==> config.mk <==
export PLATFORM = sky130hd
export DESIGN_NAME = wb_mem_router
export DESIGN_NICKNAME = d
export VERILOG_FILES = /design/src/rtl/wb_router_pkg.sv /design/src/rtl/wb_timeout_ctr.sv /design/src/rtl/wb_mem_router.sv
export SDC_FILE = /design/constraint.sdc
export NUM_CORES = 1
export LEC_CHECK = 0
export BUFFER_PORTS_ARGS = -buffer_cell sky130_fd_sc_hd__buf_2
export CORE_MARGIN = 5
export CORE_UTILIZATION = 45
export DETAILED_ROUTE_END_ITERATION = 10
export GPL_TIMING_DRIVEN = 1
export PLACE_DENSITY = 0.77
export RECOVER_POWER = 25
export SYNTH_ARGS = -nofsm -noshare
export SYNTH_HDL_FRONTEND = slang
export SYNTH_SLANG_ARGS = --single-unit
==> constraint.sdc <==
create_clock -name clk -period 5.34 [get_ports clk]
set_input_delay 1.602 -clock clk [delete_from_list [all_inputs] [get_ports clk]]
set_output_delay 1.602 -clock clk [all_outputs]
set_load 0.01 [all_outputs]
==> src/rtl/wb_router_pkg.sv <==
// Shared types for the Wishbone memory router.
// State and target encodings plus the error read-data fill value.
package wb_router_pkg;

    typedef enum logic [1:0] {
        IDLE = 2'd0,
        BUSY = 2'd1,
        RESP = 2'd2
    } state_e;

    typedef enum logic {
        TGT_CORE = 1'b0,
        TGT_DATA = 1'b1
    } tgt_e;

    // Every bit of the read data returned on a timeout.
    localparam logic ERR_RDATA_BIT = 1'b0;

    localparam int unsigned CTR_WIDTH = 16;

endpackage

==> src/rtl/wb_timeout_ctr.sv <==
// Counts enabled cycles since the last clear.
// Raises expired on the cycle the count would reach LIMIT.
module wb_timeout_ctr
    import wb_router_pkg::*;
#(
    parameter int unsigned LIMIT = 255
) (
    input  logic clk,
    input  logic rst,
    input  logic clear,
    input  logic enable,
    output logic expired
);

    localparam logic [CTR_WIDTH-1:0] LAST = CTR_WIDTH'(LIMIT - 1);

    logic [CTR_WIDTH-1:0] cnt_q;
    logic [CTR_WIDTH-1:0] cnt_d;
    logic                 at_last;

    assign at_last = (cnt_q == LAST);
    assign expired = enable && at_last;

    // Next count: clear wins, otherwise count up and hold at the limit.
    always_comb begin
        cnt_d = cnt_q;
        if (clear) begin
            cnt_d = '0;
        end else if (enable && !at_last) begin
            cnt_d = cnt_q + 1'b1;
        end
    end

    // Count register.
    always_ff @(posedge clk or posedge rst) begin
        if (rst) begin
            cnt_q <= '0;
        end else begin
            cnt_q <= cnt_d;
        end
    end

endmodule

==> src/rtl/wb_mem_router.sv <==
// Routes one upstream Wishbone request to core memory or data memory.
// Window hits go to m1, everything else to m0; stalls time out with s_err.
module wb_mem_router
    import wb_router_pkg::*;
#(
    parameter int unsigned           ADDR_WIDTH     = 32,
    parameter int unsigned           DATA_WIDTH     = 32,
    parameter logic [ADDR_WIDTH-1:0] DATA_BASE      = 'h8000_0000,
    parameter logic [ADDR_WIDTH-1:0] DATA_MASK      = 'h8000_0000,
    parameter int unsigned           TIMEOUT_CYCLES = 255
) (
    input  logic                    clk,
    input  logic                    rst,

    input  logic                    s_cyc,
    input  logic                    s_stb,
    input  logic                    s_we,
    input  logic [DATA_WIDTH/8-1:0] s_wstrb,
    input  logic [ADDR_WIDTH-1:0]   s_adr,
    input  logic [DATA_WIDTH-1:0]   s_dat_w,
    output logic [DATA_WIDTH-1:0]   s_dat_r,
    output logic                    s_ack,
    output logic                    s_err,

    output logic                    m0_cyc,
    output logic                    m0_stb,
    output logic                    m0_we,
    output logic [DATA_WIDTH/8-1:0] m0_wstrb,
    output logic [ADDR_WIDTH-1:0]   m0_adr,
    output logic [DATA_WIDTH-1:0]   m0_dat_w,
    input  logic [DATA_WIDTH-1:0]   m0_dat_r,
    input  logic                    m0_ack,

    output logic                    m1_cyc,
    output logic                    m1_stb,
    output logic                    m1_we,
    output logic [DATA_WIDTH/8-1:0] m1_wstrb,
    output logic [ADDR_WIDTH-1:0]   m1_adr,
    output logic [DATA_WIDTH-1:0]   m1_dat_w,
    input  logic [DATA_WIDTH-1:0]   m1_dat_r,
    input  logic                    m1_ack
);

    localparam int unsigned STRB_W = DATA_WIDTH / 8;

    state_e                  state_q, state_d;
    tgt_e                    tgt_q, tgt_d;
    logic                    we_q, we_d;
    logic [STRB_W-1:0]       wstrb_q, wstrb_d;
    logic [ADDR_WIDTH-1:0]   adr_q, adr_d;
    logic [DATA_WIDTH-1:0]   dat_w_q, dat_w_d;
    logic [DATA_WIDTH-1:0]   dat_r_q, dat_r_d;
    logic                    ack_q, ack_d;
    logic                    err_q, err_d;

    logic                    hit;
    logic                    busy;
    logic                    core_sel;
    logic                    data_sel;
    logic                    sel_ack;
    logic [DATA_WIDTH-1:0]   sel_dat_r;
    logic                    tmo_clear;
    logic                    tmo_enable;
    logic                    tmo_expired;

    assign hit       = ((s_adr & DATA_MASK) == DATA_BASE);
    assign busy      = (state_q == BUSY);
    assign core_sel  = (tgt_q == TGT_CORE);
    assign data_sel  = (tgt_q == TGT_DATA);
    assign sel_ack   = data_sel ? m1_ack : m0_ack;
    assign sel_dat_r = data_sel ? m1_dat_r : m0_dat_r;

    assign tmo_clear  = (state_q != BUSY);
    assign tmo_enable = busy && s_cyc && !sel_ack;

    wb_timeout_ctr #(
        .LIMIT   (TIMEOUT_CYCLES)
    ) u_tmo (
        .clk     (clk),
        .rst     (rst),
        .clear   (tmo_clear),
        .enable  (tmo_enable),
        .expired (tmo_expired)
    );

    // Transfer sequencing: accept, wait for ack/abort/timeout, respond.
    always_comb begin
        state_d = state_q;
        tgt_d   = tgt_q;
        we_d    = we_q;
        wstrb_d = wstrb_q;
        adr_d   = adr_q;
        dat_w_d = dat_w_q;
        dat_r_d = dat_r_q;
        ack_d   = 1'b0;
        err_d   = 1'b0;
        unique case (state_q)
            IDLE: begin
                if (s_cyc && s_stb) begin
                    state_d = BUSY;
                    tgt_d   = hit ? TGT_DATA : TGT_CORE;
                    we_d    = s_we;
                    wstrb_d = s_wstrb;
                    adr_d   = s_adr;
                    dat_w_d = s_dat_w;
                end
            end
            BUSY: begin
                if (!s_cyc) begin
                    state_d = IDLE;
                end else if (sel_ack) begin
                    state_d = RESP;
                    dat_r_d = sel_dat_r;
                    ack_d   = 1'b1;
                end else if (tmo_expired) begin
                    state_d = IDLE;
                    dat_r_d = {DATA_WIDTH{ERR_RDATA_BIT}};
                    err_d   = 1'b1;
                end
            end
            RESP: begin
                state_d = IDLE;
            end
            default: begin
                state_d = IDLE;
            end
        endcase
    end

    // State, latched request and registered response.
    always_ff @(posedge clk or posedge rst) begin
        if (rst) begin
            state_q <= IDLE;
            tgt_q   <= TGT_CORE;
            we_q    <= 1'b0;
            wstrb_q <= '0;
            adr_q   <= '0;
            dat_w_q <= '0;
            dat_r_q <= '0;
            ack_q   <= 1'b0;
            err_q   <= 1'b0;
        end else begin
            state_q <= state_d;
            tgt_q   <= tgt_d;
            we_q    <= we_d;
            wstrb_q <= wstrb_d;
            adr_q   <= adr_d;
            dat_w_q <= dat_w_d;
            dat_r_q <= dat_r_d;
            ack_q   <= ack_d;
            err_q   <= err_d;
        end
    end

    assign s_dat_r = dat_r_q;
    assign s_ack   = ack_q;
    assign s_err   = err_q;

    // Only the selected port sees the payload; the other stays at zero.
    assign m0_cyc   = busy && core_sel;
    assign m0_stb   = busy && core_sel;
    assign m0_we    = core_sel && we_q;
    assign m0_wstrb = core_sel ? wstrb_q : '0;
    assign m0_adr   = core_sel ? adr_q : '0;
    assign m0_dat_w = core_sel ? dat_w_q : '0;

    assign m1_cyc   = busy && data_sel;
    assign m1_stb   = busy && data_sel;
    assign m1_we    = data_sel && we_q;
    assign m1_wstrb = data_sel ? wstrb_q : '0;
    assign m1_adr   = data_sel ? adr_q : '0;
    assign m1_dat_w = data_sel ? dat_w_q : '0;

endmodule

* Yosys cells after proc, flatten, opt, wreduce, memory -nomap -nowiden
Cells that the tools add are included.
W data, S select, Z words.
** Word-level totals
- Output and inout port bits :: 176
- Bits in registers :: 122
- Logic and storage cells :: 59
** Cells by class
- Equality and inequality tests :: 5
- Multiplexer cells :: 25
- Bitwise logic cells :: 1
- $add $sub $neg :: 1
- Reduce and logical (&&, ||, !) cells :: 17
** Operators by type and width (number)
- $mux W32 :: 7
- $mux W16 :: 2
- $add A16 B1 Y16 const B :: 1
- $eq A16 B8 Y1 const B :: 1
- $logic_and A1 B1 Y1 :: 9
- $mux W1 :: 9
- $mux W2 :: 4
- $mux W4 :: 2
- $ne A4 B2 Y1 const B :: 1
- $pmux W2 S2 :: 1
- $reduce_and A2 Y1 :: 2
- $reduce_bool A2 Y1 :: 2
- $reduce_and A3 Y1 :: 1
- $eq A2 B1 Y1 const B :: 1
- $logic_not A1 Y1 :: 2
- $logic_not A2 Y1 :: 1
- $ne A2 B1 Y1 const B :: 1
- $ne A2 B2 Y1 const B :: 1
- $not A1 Y1 :: 1

* Logic depth before layout (Yosys ltp)
Gate-level depths: netlist of the first run.
- Word-level depth :: 8
- Depth in mapped cells :: 7
- Gate-level depth less buffers :: 6

* Cells and area by module
A second synthesis of the first run with hierarchy kept.
** Second synthesis, totals
- Cell total of the unflattened synthesis :: 562
- Area total of the unflattened synthesis :: 6372.4 sq um
** Modules (own cells, without submodules)
- wb_mem_router :: cells an instance 459, times used 1, seq. area each 2627.5 sq um, area each 5386.4 sq um
- wb_timeout_ctr :: cells an instance 103, times used 1, seq. area each 400.4 sq um, area each 985.9 sq um

* Worst setup path before layout of the first run
No wires, ideal clock.
- Kind :: register -> output
- Start point :: reg state_q[1]
- End point :: out m1_stb
- Buffers on the path :: 3
- Stages on the path, launching flop included :: 6
- Arrival :: 1516 ps
- Setup slack :: 2222 ps
- Cell sequence :: dfrtp_1 > and2b_1 > clkbuf_1 > buf_2 > and2_1 > buf_4
** On the way
- Cells in the longest elaborated chain, start to end :: 2
** RTL lines
- start: declaration :: line wb_mem_router.sv:46 : state_e state_q, state_d;
- start signal: assignment :: line wb_mem_router.sv:143 : state_q <= state_d;
- $eq A2 B1 Y1 :: line wb_mem_router.sv:67 : assign busy = (state_q == BUSY);
- $logic_and A1 B1 Y1
- end: declaration :: line wb_mem_router.sv:35 : output logic m1_stb,
Every way passes these cells.

==> flow_metrics.py, run 1 <==
metrics = {
    "synthesis": {
        "syn_area_sq_um": 6098,
        "synth-xor-area-share_pct": 0,
        "synth-edff-count": 0,
        "synthAdderAreaFrac_pct": 0.4103,
        "synth-main-ff-cell": "dfrtp_1",
        "synth_top_family_by_area": "simple AND/OR/NAND/NOR gates",
        "yosys_register_bits": 121,
        "ys_types": 45,
        "synth_nets": 660,
        "netlist_top_cells_area": "dfrtp_1 50%, mux2_2 11%, and2_1 7.2%",
        "yosys_warnings": 0,
        "syn_area_per_cell_sq_um": 11.75,
        "ys_seq_area_share_pct": 49.65,
        "syn-instance-count": 519,
        "synth_most_common_cell": "dfrtp_1",
        "synthMuxAreaShare_pct": 19.68,
        "yosysTopAreaCell": "dfrtp_1",
        "synthArstFlopShare_pct": 100.0,
        "synth_compound_area_share_pct": 6.812,
        "synthSimpleGateAreaFrac_pct": 19.78,
        "ys_top_cells_by_count": "121 x dfrtp_1, 70 x and2_1, 68 x nor2b_1, 61 x mux2_2, 40 x mux2i_1",
        "yosysTopAreaCellShare_pct": 49.65,
    },
    "route": {
        "via_per_inst": 5.038,
        "dr.first_iter.drc_count": 245,
        "first_pass_iters": 5,
        "wirelength_um": 17300,
        "drt-wirelength-per-cell_um": 17.19,
        "final_antenna_net_count": 0,
        "route.detailed.drc": 0,
        "vias": 5068,
    },
    "sta": {
        "finalClockSkew_ns": 0.01063,
        "hold_viol_final": 0,
        "setup_tns_ns": 0,
        "post-route-min-period_ns": 3.892,
        "setup_viol": 0,
        "fmax_mhz": 256.9,
        "min_period_over_period_pct": 72.89,
        "hold_ws_ns": 0.4813,
        "rsz0062_at_grt": "false",
        "worst_pin_slew_ns": 2.905,
        "relSlewSlack_pct": -93.91,
        "slew_viol_final": 80,
    },
    "flow_run": {
        "drv_cap": 1,
    },
    "grt": {
        "antenna_found_initial": 5,
        "grt_pass1_vias": 5369,
        "grt_usage_pct": 21.88,
        "grt_busiest_layer": "met2",
        "grt_overflow": 0,
        "use_met3_pct": 7.482,
        "grt_pass1_wl_um": 28010,
        "use_met1_pct": 25.96,
        "grt_max_degree": 143,
        "met2_usage_pct": 36.24,
    },
    "hold_path": {
        "worstHoldPathType": "reg2reg",
    },
    "final_layout": {
        "fill_cells": 1094,
        "drive_above_1_share_pct": 50.48,
        "fin_nets": 956,
        "areaGrowthSynthToFinish_pct": 36.42,
    },
    "floorplanning": {
        "start_util_pct": 46.05,
        "die_w_um": 126.4,
        "io_pins": 315,
        "row_count": 42,
        "dieArea_sq_um": 15980,
        "die_y_um": 126.4,
        "core_area_sq_um": 13240,
    },
    "critical_path": {
        "crit_path_max_incr_delay_ns": 2.03,
        "arrival_ns": 3.76,
        "path_class": "in2async",
        "cp_top_family": "buffers and inverters",
        "end_kind": "async pin",
        "crit_slowest_cell": "inv_1",
        "cp_num_buf_inv": 2,
        "cp-start-kind": "input pin",
        "cp.required_ns": 5.21,
        "crit_path_cell_trace": "buf_2 > inv_1",
        "critPathMaxFanout": 79,
    },
    "cts": {
        "cts_root_buf": "clkbuf_16",
        "ctsHoldBuffers": 0,
        "clock-sinks": 121,
        "cts_tree": "done",
        "htreeDepth": 4,
        "cts_buffers": 17,
        "clkTransAtPathRegs_ns": 0.05,
        "worstSkewPairLatency_ns": 0.41,
        "post_cts_resized": 0,
        "clockBufferDepth": 2,
        "cts_post_setup_buffers_inserted": 0,
    },
    "power_and_ir_drop": {
        "p_leak_nw": 4.229,
        "ir_drop_mv": 0.2255,
        "power.density_nw_per_um2": 438.5,
    },
    "placement": {
        "portBuffers": 313,
        "gp_congestion": 0.8455,
        "place_hpwl_um": 13140,
    },
    "status": {
        "violations": "max-capacitance violations, max-slew violations",
        "status": "finished with violations",
    },
}
## registers in the layout (all words and copies together) (netlist names), 2 cells and up
name / count
wstrb_q: 4
adr_q: 31
state_q: 2
dat_w_q: 32
s_dat_r: 32
u_tmo.cnt_q: 16
## routing by layer
| metal | part of all wire, % | vias up |
|---|---|---|
| met5 | 0.20 | - |
| met4 | 2.2 | 6 |
| li1 | - | 2395 |
| met1 | 39 | 2435 |
| met2 | 51 | 199 |
| met3 | 7.8 | 33 |
## path summary, 6_finish.rpt
kind,cells after the start,slack [ns],endpoint,start
setup / recovery,2,1.45,adr_q[18]$_DFFE_PP0P_,rst
hold / removal,1,0.48,s_dat_r[3]$_DFFE_PP0P_,s_dat_r[3]$_DFFE_PP0P_
setup reg to reg,6,2.21,s_dat_r[6]$_DFFE_PP0P_,data_sel$_DFFE_PP0P_
hold reg to reg,1,0.48,s_dat_r[3]$_DFFE_PP0P_,s_dat_r[3]$_DFFE_PP0P_
max in group clk,2,1.68,m1_stb,data_sel$_DFFE_PP0P_
min in group asynchronous,2,2.24,s_dat_r[7]$_DFFE_PP0P_,rst
## kinds of logic after synthesis
logic type                 Yosys count
AOI/OAI and AO/OA                   49
adders and majority gates            2
buffers and inverters               46
DFF                                121
muxes                              110
other                                1
and+or+nand+nor                    190
## cell type report
class,count,area (sq um),area share [%]
antenna,2,5.005,0.06016
inverter,5,18.77,0.2256
clock inverter,6,86.33,1.038
multi-input combinational,352,2844,34.19
tap,176,220.2,2.647
sequential,121,3032,36.44
timing repair buffer,318,1604,19.28
clock buffer,26,509.2,6.121
## power by group
group	switching, mW	total, mW	internal [mW]
Combinational	0.548	1.14	0.597
Clock	0.385	1.13	0.748
Sequential	0.217	1.37	1.15
Total	1.15	3.65	2.50
## through the flow
| step | worst slack, ns | power (mW) | utilization [%] | instance area [sq um] | cells |
|---|---|---|---|---|---|
| finish | 1.448 | 3.648 | 62.82 | 8319 | 1006 |
| CTS | 1.695 | 3.696 | 62.90 | 8329 | 1004 |
| global route | 0.7484 | 3.856 | 62.82 | 8319 | 1006 |
| floorplan | 0.5238 | 2.015 | - | 6098 | 519 |
| global placement | 2.099 | 2.505 | 58.40 | 7734 | 972 |
| detailed placement | 2.062 | 2.541 | 58.40 | 7734 | 972 |
## cell usage in the layout (no fill, tap or decap), types with 2 or more instances in the layout
| cell | n |
|---|---|
| nor2_1 | 2 |
| and3_1 | 3 |
| o21a_1 | 2 |
| bufinv_16 | 2 |
| nand3_1 | 3 |
| buf_4 | 5 |
| and4_1 | 2 |
| inv_1 | 4 |
| clkbuf_16 | 17 |
| clkbuf_8 | 5 |
| a21oi_1 | 3 |
| mux2i_1 | 41 |
| nand2b_1 | 6 |
| clkinv_2 | 2 |
| diode_2 | 2 |
| nand4_1 | 3 |
| clkbuf_1 | 4 |
| o31ai_1 | 3 |
| mux2_1 | 8 |
| buf_2 | 313 |
| or4_1 | 2 |
| and2_1 | 70 |
| nand2_1 | 14 |
| o311ai_0 | 4 |
| o2bb2ai_1 | 32 |
| dfrtp_1 | 120 |
| ha_1 | 2 |
| nor2b_1 | 68 |
| o41ai_1 | 3 |
| nor3_1 | 5 |
| mux2_2 | 61 |
(Power assumes the default switching activity.)
==> run 2, diff against run 1 <==
--- a/config.mk
+++ b/config.mk
@@ -5,12 +5,13 @@
 export SDC_FILE = /design/constraint.sdc
 export NUM_CORES = 1
 export LEC_CHECK = 0
+export ABC_AREA = 1
 export BUFFER_PORTS_ARGS = -buffer_cell sky130_fd_sc_hd__buf_2
 export CORE_MARGIN = 5
-export CORE_UTILIZATION = 45
+export CORE_UTILIZATION = 42
 export DETAILED_ROUTE_END_ITERATION = 10
 export GPL_TIMING_DRIVEN = 1
-export PLACE_DENSITY = 0.77
+export PLACE_DENSITY = 0.74
 export RECOVER_POWER = 25
 export SYNTH_ARGS = -nofsm -noshare
 export SYNTH_HDL_FRONTEND = slang
==> constraint.sdc (replaced) <==
create_clock -name clk -period 3.39 [get_ports clk]
set_input_delay 1.017 -clock clk [delete_from_list [all_inputs] [get_ports clk]]
set_output_delay 1.017 -clock clk [all_outputs]
set_load 0.01 [all_outputs]
==> run 2 against run 1 <==
The run still ends with max-capacitance violations, max-slew violations left. Combinational power rose by 82%. Sequential cell count did not move. Synthesized cell count rose by 69%. Clock power rose by 78%. Critical endpoint is now m1_we.
==> flow_metrics.py, run 2 <==
metrics = {
    "status": {
        "status": "finished with violations",
        "violations": "max-capacitance violations, max-slew violations",
    },
    "grt": {
        "grt_pass1_vias": 6210,
        "use_met3_pct": 6.564,
        "grt_busiest_layer": "met2",
        "grt_overflow": 0,
        "grt_usage_pct": 21.00,
        "met2_usage_pct": 35.32,
        "grt_max_degree": 122,
        "use_met1_pct": 25.11,
        "grt_pass1_wl_um": 30150,
        "antenna_found_initial": 1,
    },
    "synthesis": {
        "synth-edff-count": 0,
        "netlist_top_cells_area": "dfrtp_1 47%, nor2_1 9.6%, inv_1 8.9%",
        "ys_top_cells_by_count": "165 x nor2_1, 153 x inv_1, 130 x nand2_1, 121 x dfrtp_1, 69 x a21oi_1",
        "yosys_register_bits": 121,
        "synth-main-ff-cell": "dfrtp_1",
        "ys_types": 29,
        "yosysTopAreaCellShare_pct": 46.93,
        "syn_area_per_cell_sq_um": 7.341,
        "synth_nets": 1020,
        "ys_seq_area_share_pct": 46.93,
        "yosys_warnings": 0,
        "synth_most_common_cell": "nor2_1",
        "syn-instance-count": 879,
        "syn_area_sq_um": 6452,
        "synthArstFlopShare_pct": 100.0,
        "yosysTopAreaCell": "dfrtp_1",
    },
    "critical_path": {
        "crit_slowest_cell": "dfrtp_4",
        "path_class": "reg2out",
        "critPathMaxFanout": 62,
        "cp.required_ns": 2.37,
        "crit_path_cell_trace": "buf_12 > nand2_1 > inv_1 > buf_2",
        "end_kind": "output port",
        "arrival_ns": 1.64,
        "cp_num_buf_inv": 3,
        "cp_top_family": "flip-flops",
        "crit_path_max_incr_delay_ns": 0.59,
        "cp-start-kind": "flop",
    },
    "sta": {
        "relSlewSlack_pct": -10.94,
        "finalClockSkew_ns": 0.009076,
        "worst_pin_slew_ns": 1.664,
        "rsz0062_at_grt": "false",
        "slew_viol_final": 122,
        "setup_viol": 0,
        "fmax_mhz": 375.8,
        "min_period_over_period_pct": 78.51,
        "setup_tns_ns": 0,
        "post-route-min-period_ns": 2.661,
        "hold_viol_final": 0,
        "hold_ws_ns": 0.5069,
    },
    "route": {
        "route.detailed.drc": 0,
        "first_pass_iters": 5,
        "drt-wirelength-per-cell_um": 13.97,
        "via_per_inst": 4.752,
        "dr.first_iter.drc_count": 339,
        "vias": 6491,
        "wirelength_um": 19090,
        "final_antenna_net_count": 0,
    },
    "final_layout": {
        "fin_nets": 1308,
        "drive_above_1_share_pct": 34.47,
        "final_cell_mix": "312 x buf_2, 165 x nor2_1, 152 x inv_1, 130 x nand2_1, 120 x dfrtp_1",
        "areaGrowthSynthToFinish_pct": 35.99,
        "insertedDiodeCount": 0,
        "final_common_cell": "buf_2",
    },
    "cts": {
        "clock-sinks": 121,
        "cts_root_buf": "clkbuf_16",
        "htreeDepth": 4,
        "cts_post_setup_buffers_inserted": 0,
        "cts_tree": "done",
        "clockBufferDepth": 2,
        "cts_buffers": 17,
        "ctsHoldBuffers": 0,
        "clkTransAtPathRegs_ns": 0.05,
        "post_cts_resized": 0,
        "worstSkewPairLatency_ns": 0.41,
    },
    "flow_run": {
        "drv_cap": 1,
    },
    "hold_path": {
        "worstHoldPathType": "reg2reg",
    },
    "power_and_ir_drop": {
        "p_leak_nw": 5.287,
        "power.density_nw_per_um2": 696.8,
        "ir_drop_mv": 0.5009,
    },
    "floorplanning": {
        "row_count": 45,
        "start_util_pct": 42.60,
        "core_area_sq_um": 15150,
        "die_w_um": 133.9,
        "dieArea_sq_um": 17940,
        "die_y_um": 133.9,
        "io_pins": 315,
    },
    "placement": {
        "place_hpwl_um": 14010,
        "gp_congestion": 0.8441,
        "portBuffers": 313,
    },
}
[run 2: kinds of logic after synthesis]
group	count (synthesis)	synth area share [%]
other	1	0.05812
adders and majority gates	2	0.3878
buffers and inverters	210	13.40
xor gates and xnor gates	7	0.9502
AOI/OAI and AO/OA	140	11.13
DFF	121	46.93
and+or+nand+nor	398	27.15
[run 2: per-stage QoR]
| step | util [%] | cells | power [mW] | area [sq um] | worst slack (ns) |
|---|---|---|---|---|---|
| after floorplan | - | 879 | 3.203 | 6456 | 0.8897 |
| after global placement | 53.67 | 1336 | 4.114 | 8129 | 1.059 |
| after detailed placement | 53.67 | 1336 | 4.147 | 8129 | 0.9809 |
| after CTS | 58.03 | 1366 | 6.194 | 8788 | 0.7011 |
| after global routing | 57.93 | 1366 | 6.513 | 8775 | 0.5216 |
| final | 57.93 | 1366 | 6.114 | 8775 | 0.7287 |
[run 2: final timing paths]
path | slack, ns | end | start | depth (start not counted)
max | 0.73 | m1_we | data_sel$_DFFE_PP0P_ | 4
min | 0.51 | s_dat_r[8]$_DFFE_PP0P_ | s_dat_r[8]$_DFFE_PP0P_ | 2
min in group asynchronous | 1.22 | s_dat_r[20]$_DFFE_PP0P_ | rst | 3
max reg2reg | 1.29 | s_dat_r[5]$_DFFE_PP0P_ | data_sel$_DFFE_PP0P_ | 8
min reg2reg | 0.51 | s_dat_r[8]$_DFFE_PP0P_ | s_dat_r[8]$_DFFE_PP0P_ | 2
max in group asynchronous | 0.93 | data_sel$_DFFE_PP0P_ | rst | 3
[run 2: layout make-up]
| class | count | area (sq um) |
|---|---|---|
| repair buffers | 322 | 1683 |
| clock buffers | 22 | 494.2 |
| flip-flops and latches | 121 | 3032 |
| inverters | 157 | 593.1 |
| clock inverters | 8 | 165.2 |
| fillers | 1442 | 6371 |
| well taps | 188 | 235.2 |
| multi-input cells | 548 | 2572 |
[run 2: worst reg2reg max path, delay by kind of cell (launching register included)]
kind | cells | cell delay, ns
buffers and inverters | 3 | 0.95
AND/OR/NAND/NOR | 3 | 0.28
flip-flops | 1 | 0.59
AO/OA/AOI/OAI | 2 | 0.22
[run 2: per-layer routing]
layer	wire length [um]	vias up
li1	-	3235
met1	7533	2969
met2	9588	252
met3	1479	33
met4	471	2
met5	13	-
[run 2: power breakdown]
group          internal [mW]  switching [mW]  total (mW)
clock                   1.39           0.624        2.01
sequential              1.81           0.212        2.03
combinational          0.834            1.24        2.07
